$ cat config.mk
export PLATFORM = sky130hd
export DESIGN_NAME = rcv_block_fifo_param
export DESIGN_NICKNAME = d
export VERILOG_FILES = /design/src/rtl/rcv_block_fifo_param.sv
export SDC_FILE = /design/constraint.sdc
export NUM_CORES = 1
export LEC_CHECK = 0
export ABC_AREA = 1
export CAP_MARGIN = 20
export CORE_UTILIZATION = 52
export CTS_BUF_LIST = sky130_fd_sc_hd__clkbuf_16
export CTS_CLUSTER_DIAMETER = 30
export DETAILED_ROUTE_END_ITERATION = 8
export PLACE_DENSITY = 0.75
export SYNTH_ARGS = -nofsm -noshare
export SYNTH_HDL_FRONTEND = slang
export SYNTH_SLANG_ARGS = --single-unit
$ cat constraint.sdc
create_clock -name clk -period 3.47 [get_ports clk]
set_clock_uncertainty 0.05 [all_clocks]
set_input_delay 1.041 -clock clk [delete_from_list [all_inputs] [get_ports clk]]
set_output_delay 1.041 -clock clk [all_outputs]
set_load 0.02 [all_outputs]
$ cat src/rtl/rcv_block_fifo_param.sv
// Receive FIFO: packs WORD_W-bit words into WORDS_PER_BLK-word blocks, holds DEPTH
// blocks, and tracks occupancy, partial fill, overflow/underflow and framing errors.
module rcv_block_fifo_param #(
    parameter int WORD_W        = 32,
    parameter int WORDS_PER_BLK = 4,
    parameter int DEPTH         = 4
) (
    input  logic                              clk,
    input  logic                              n_rst,
    input  logic [WORD_W-1:0]                 wr_data,
    input  logic                              enq_word,
    input  logic                              deq,
    input  logic                              fix_error,
    input  logic                              flush,
    output logic [WORD_W*WORDS_PER_BLK-1:0]   rd_data,
    output logic                              full,
    output logic                              empty,
    output logic                              framing_error,
    output logic [$clog2(DEPTH):0]            blk_count,
    output logic [$clog2(WORDS_PER_BLK)-1:0]  partial_words,
    output logic                              overflow,
    output logic                              underflow
);
    localparam int PW    = $clog2(DEPTH);
    localparam int CW    = PW + 1;
    localparam int WPW   = $clog2(WORDS_PER_BLK);
    localparam int BLK_W = WORD_W * WORDS_PER_BLK;

    typedef enum logic [1:0] {IDLE, FILL, ERR} state_t;

    logic [BLK_W-1:0] mem [DEPTH];
    logic [PW-1:0]    head, tail;
    state_t           state;
    logic             last_word, err_hit, deq_ok, enq_ok, commit;

    assign full      = (blk_count == CW'(DEPTH));
    assign empty     = (blk_count == '0);
    assign rd_data   = empty ? '0 : mem[head];
    assign last_word = (partial_words == WPW'(WORDS_PER_BLK - 1));

    // A consumer pulling while a block is half-built means the sender stalled mid-block.
    always_comb begin
        err_hit = (state == FILL) && deq && empty;
        deq_ok  = deq && !empty;
        enq_ok  = enq_word && !full && (state != ERR) && !err_hit;
        commit  = enq_ok && last_word;
    end

    // Words land straight in the tail slot; it only becomes visible once committed.
    always_ff @(posedge clk) begin
        if (n_rst && !flush && !fix_error && enq_ok)
            mem[tail][partial_words*WORD_W +: WORD_W] <= wr_data;
    end

    always_ff @(posedge clk) begin
        if (!n_rst || flush) begin
            head          <= '0;
            tail          <= '0;
            blk_count     <= '0;
            partial_words <= '0;
            framing_error <= 1'b0;
            overflow      <= 1'b0;
            underflow     <= 1'b0;
            state         <= IDLE;
        end else if (fix_error) begin
            partial_words <= '0;
            framing_error <= 1'b0;
            overflow      <= 1'b0;
            underflow     <= 1'b0;
            state         <= IDLE;
        end else begin
            overflow  <= enq_word && full && (state != ERR);
            underflow <= deq && empty;
            if (err_hit) begin
                state         <= ERR;
                framing_error <= 1'b1;
            end
            if (deq_ok)
                head <= head + 1'b1;
            if (enq_ok) begin
                if (last_word) begin
                    partial_words <= '0;
                    tail          <= tail + 1'b1;
                    state         <= IDLE;
                end else begin
                    partial_words <= partial_words + 1'b1;
                    state         <= FILL;
                end
            end
            if (commit && !deq_ok)
                blk_count <= blk_count + CW'(1);
            else if (deq_ok && !commit)
                blk_count <= blk_count - CW'(1);
        end
    end
endmodule

==> summary.md <==
| Metric | Value |
|---|---|
| Cell taking the most area after synthesis | `edfxtp_1` |
| Post-cts hold buffer count | `0` |
| Overall Global Routing Usage | `~28%` |
| Final nets | `between 2000 and 2500` |
| Total power | `15800 uW` |
| First-pass GRT wire length | `88.2 mm` |
| Post-route antenna net violation count | `0` |
| CTS tree | `done` |
| Sw power | `about 3300 uW` |
| Switching Share | `20.8%` |
| Routed WL | `59.2 mm` |
| Via count | `15583` |
| Via/cell ratio | `5.85` |
| Worst slew margin | `37.0%` |
| Total negative slack | `0 ns` |
| Mapped cell area | `roughly 22000 sq um` |
| Max clock buf depth | `3` |
| Worst Path Required | `between 2 and 2.5 ns` |
| Layout area overhead | `25.8%` |
| Fin area | `27500 sq um` |
| Worst Path Arrival | `between 2 and 2.5 ns` |
| Setup ws final | `0.0500 ns` |
| Most common cell after layout, fill and taps aside | `nor2_1` |
| Internal power | `12500 uW` |
| Final period utilization | `98.6%` |
| Hold Startpoint | `framing_error` |
| Cell count after synthesis | `1866` |
| Yosys top cell area share | `70.4%` |
| Initial drt markers | `between 1500 and 2000` |
| Register area share after synthesis | `71.9%` |
| Worst-Skew Late Latency | `0.63 ns` |
| Die Height | `207 um` |
| Dpl hpwl | `34.1 mm` |
| Worst-path maximum fanout | `35` |
| Initial Util | `roughly 53%` |
| Area after DPL | `roughly 24000 sq um` |
| Syn_nets | `1916` |
| Failing checks | `design-rule violations` |
| Root Driver | `clkbuf_16` |
| Clock-pin slew on the worst setup and hold paths | `0.05 ns` |
| RSZ-0062 raised after global routing | `false` |
| GR Overflow Total | `0` |
| Area contributors post-synth | `edfxtp_1, nor2_1, o21ai_1` |
| Final hold slack | `0.435 ns` |
| Area of the multi-input gates | `roughly 5300 sq um` |
| Total CTS buffers | `89` |
| # H-tree levels | `3` |
| Fin crit period | `3.42 ns` |
| Pre-CTS worst setup slack | `0.254 ns` |
| Register bit count reported by yosys | `roughly 530` |
| Most frequent cells in the layout | `nor2_1, edfxtp_1, o21ai_1` |
| Worst Hold Class | `flop to flop` |
| # setup viols final | `0` |
| Worst VDD drop | `418 uV` |
| Die area | `around 43000 sq um` |
| Status | `complete, but fails checks` |
| Initial antenna violation count | `0` |
| GPL Wtd Cong | `0.841` |
| Reg power frac | `between 40 and 50%` |
| CP Launch Type | `flop` |
| Max Fclk | `292 MHz` |
| Share of cells above drive strength 1 | `15.4%` |
| CP Capture Type | `primary output` |
| P_leak | `0.00980 uW` |
| First-pass detailed-route iteration total | `9` |
| Vias in the first global route | `14918` |
| Clock Sinks | `528` |
| Core region area | `41100 sq um` |
| # diodes | `0` |
| Die W | `207 um` |
| IO buf count | `175` |
| Syn avg cell area | `~12 sq um` |
| Yosys cell types | `26` |
| Reg-to-Reg Start | `partial_words[1]` |
| Worst-Margin Slew | `0.938 ns` |
| WL/cell | `about 22 um` |
| Ports | `176` |
| Slew Viols, Final | `0` |
| DRC errors left | `7` |
| Pwr/cell area | `about 570 nW/um^2` |
| Filler instances | `2811` |
| Logic pwr share | `between 1 and 1.5%` |
| Final Hold Viols | `0` |
| Critical path class | `flop to primary output` |
| Register area | `15700 sq um` |
| Row count | `74` |
| Clock share of power | `54.5%` |
| Yosys warns | `0` |
| Largest net degree at the start of global routing | `between 70 and 80` |
| Max capacitance violation total | `0` |
==> state kept, by name, indices dropped and copies added (netlist names), named ones only <==
signal / flops
mem: 512
blk_count: 3
head: 2
partial_words: 2
state: 2
tail: 2
framing_error: 1
overflow: 1
underflow: 1
==> worst max-delay path: stages (launching register included) <==
cell	delay, ns
dfxtp_4	0.44
buf_12	0.19
buf_16	0.20
nor2_1	0.07
nor2_1	0.09
o21ai_1	0.08
a21oi_1	0.26
clkdlybuf4s15_1	0.36
==> final timing paths <==
check | cells past startpoint | endpoint | slack, ns
worst max-delay path | 7 | rd_data[112] | 0.05
worst min-delay path | 2 | framing_error | 0.44
worst max register to register | 4 | mem[2][72] | 0.85
worst min register to register | 2 | framing_error | 0.44
==> metrics by stage <==
step / cells / util (%)
after CTS: 2663 / 66.8
after floorplan: 1866 / -
after global routing: 2664 / 66.8
final: 2664 / 66.8
after detailed placement: 2499 / 59.2
after global placement: 2499 / 59.2
==> cells in the mapped netlist <==
cell type	count
nor2_1	603
nand4_1	2
nor2_4	2
nor3_1	66
nand2_1	44
clkbuf_2	23
o21ai_0	118
clkbuf_1	18
nand3_1	11
a21oi_1	136
buf_1	12
buf_4	8
ha_1	11
nor2_2	1
o21ai_1	144
nand2_4	9
edfxtp_1	512
nor2_8	2
buf_2	38
o21bai_1	1
fa_1	1
nand2_2	2
inv_2	5
inv_1	58
dfxtp_1	16
buf_6	23
==> routing by layer <==
layer	share of wire [%]	vias up	global-route usage [%]
li1	-	6916	-
met1	39	7509	38.4
met2	47	1008	42.7
met3	9.8	150	5.12
met4	4.8	0	14.8
met5	0	-	0
==> what timing repair did <==
| action | 4_1_cts | 5_1_grt |
|---|---|---|
| setup endpoints to repair | 128 | 85 |
| buffers inserted | 1 | 0 |
| gates cloned | 2 | 1 |
| resized for setup | 269 | 55 |
| pin swaps | 0 | 1 |
==> cell type report <==
| cell class | instances | area share [%] |
|---|---|---|
| clock buffers | 89 | 8.11 |
| clock inverters | 72 | 2.78 |
| inverters | 63 | 0.915 |
| multi-input cells | 1153 | 19.2 |
| flip-flops and latches | 528 | 57.2 |
| well taps | 532 | 2.42 |
| repair buffers | 227 | 9.38 |
==> cell families after synthesis <==
kind of cell | after synthesis | synth area share (%)
fa+ha+maj | 12 | 0.722
buf+inv | 185 | 4.46
compound gates | 399 | 9.16
simple gates | 742 | 13.8
flops | 528 | 71.9
==> power groups by stage <==
stage | Sequential (uW) | Combinational (uW) | Clock [uW]
after floorplan | 7080 | 96.6 | 0
after global placement | 7070 | 213 | 0
after detailed placement | 7070 | 217 | 0
after CTS | 6950 | 220 | 8630
after global routing | 6950 | 238 | 8930
final | 6950 | 227 | 8590
Note: power is estimated with default switching activity, not from simulation.
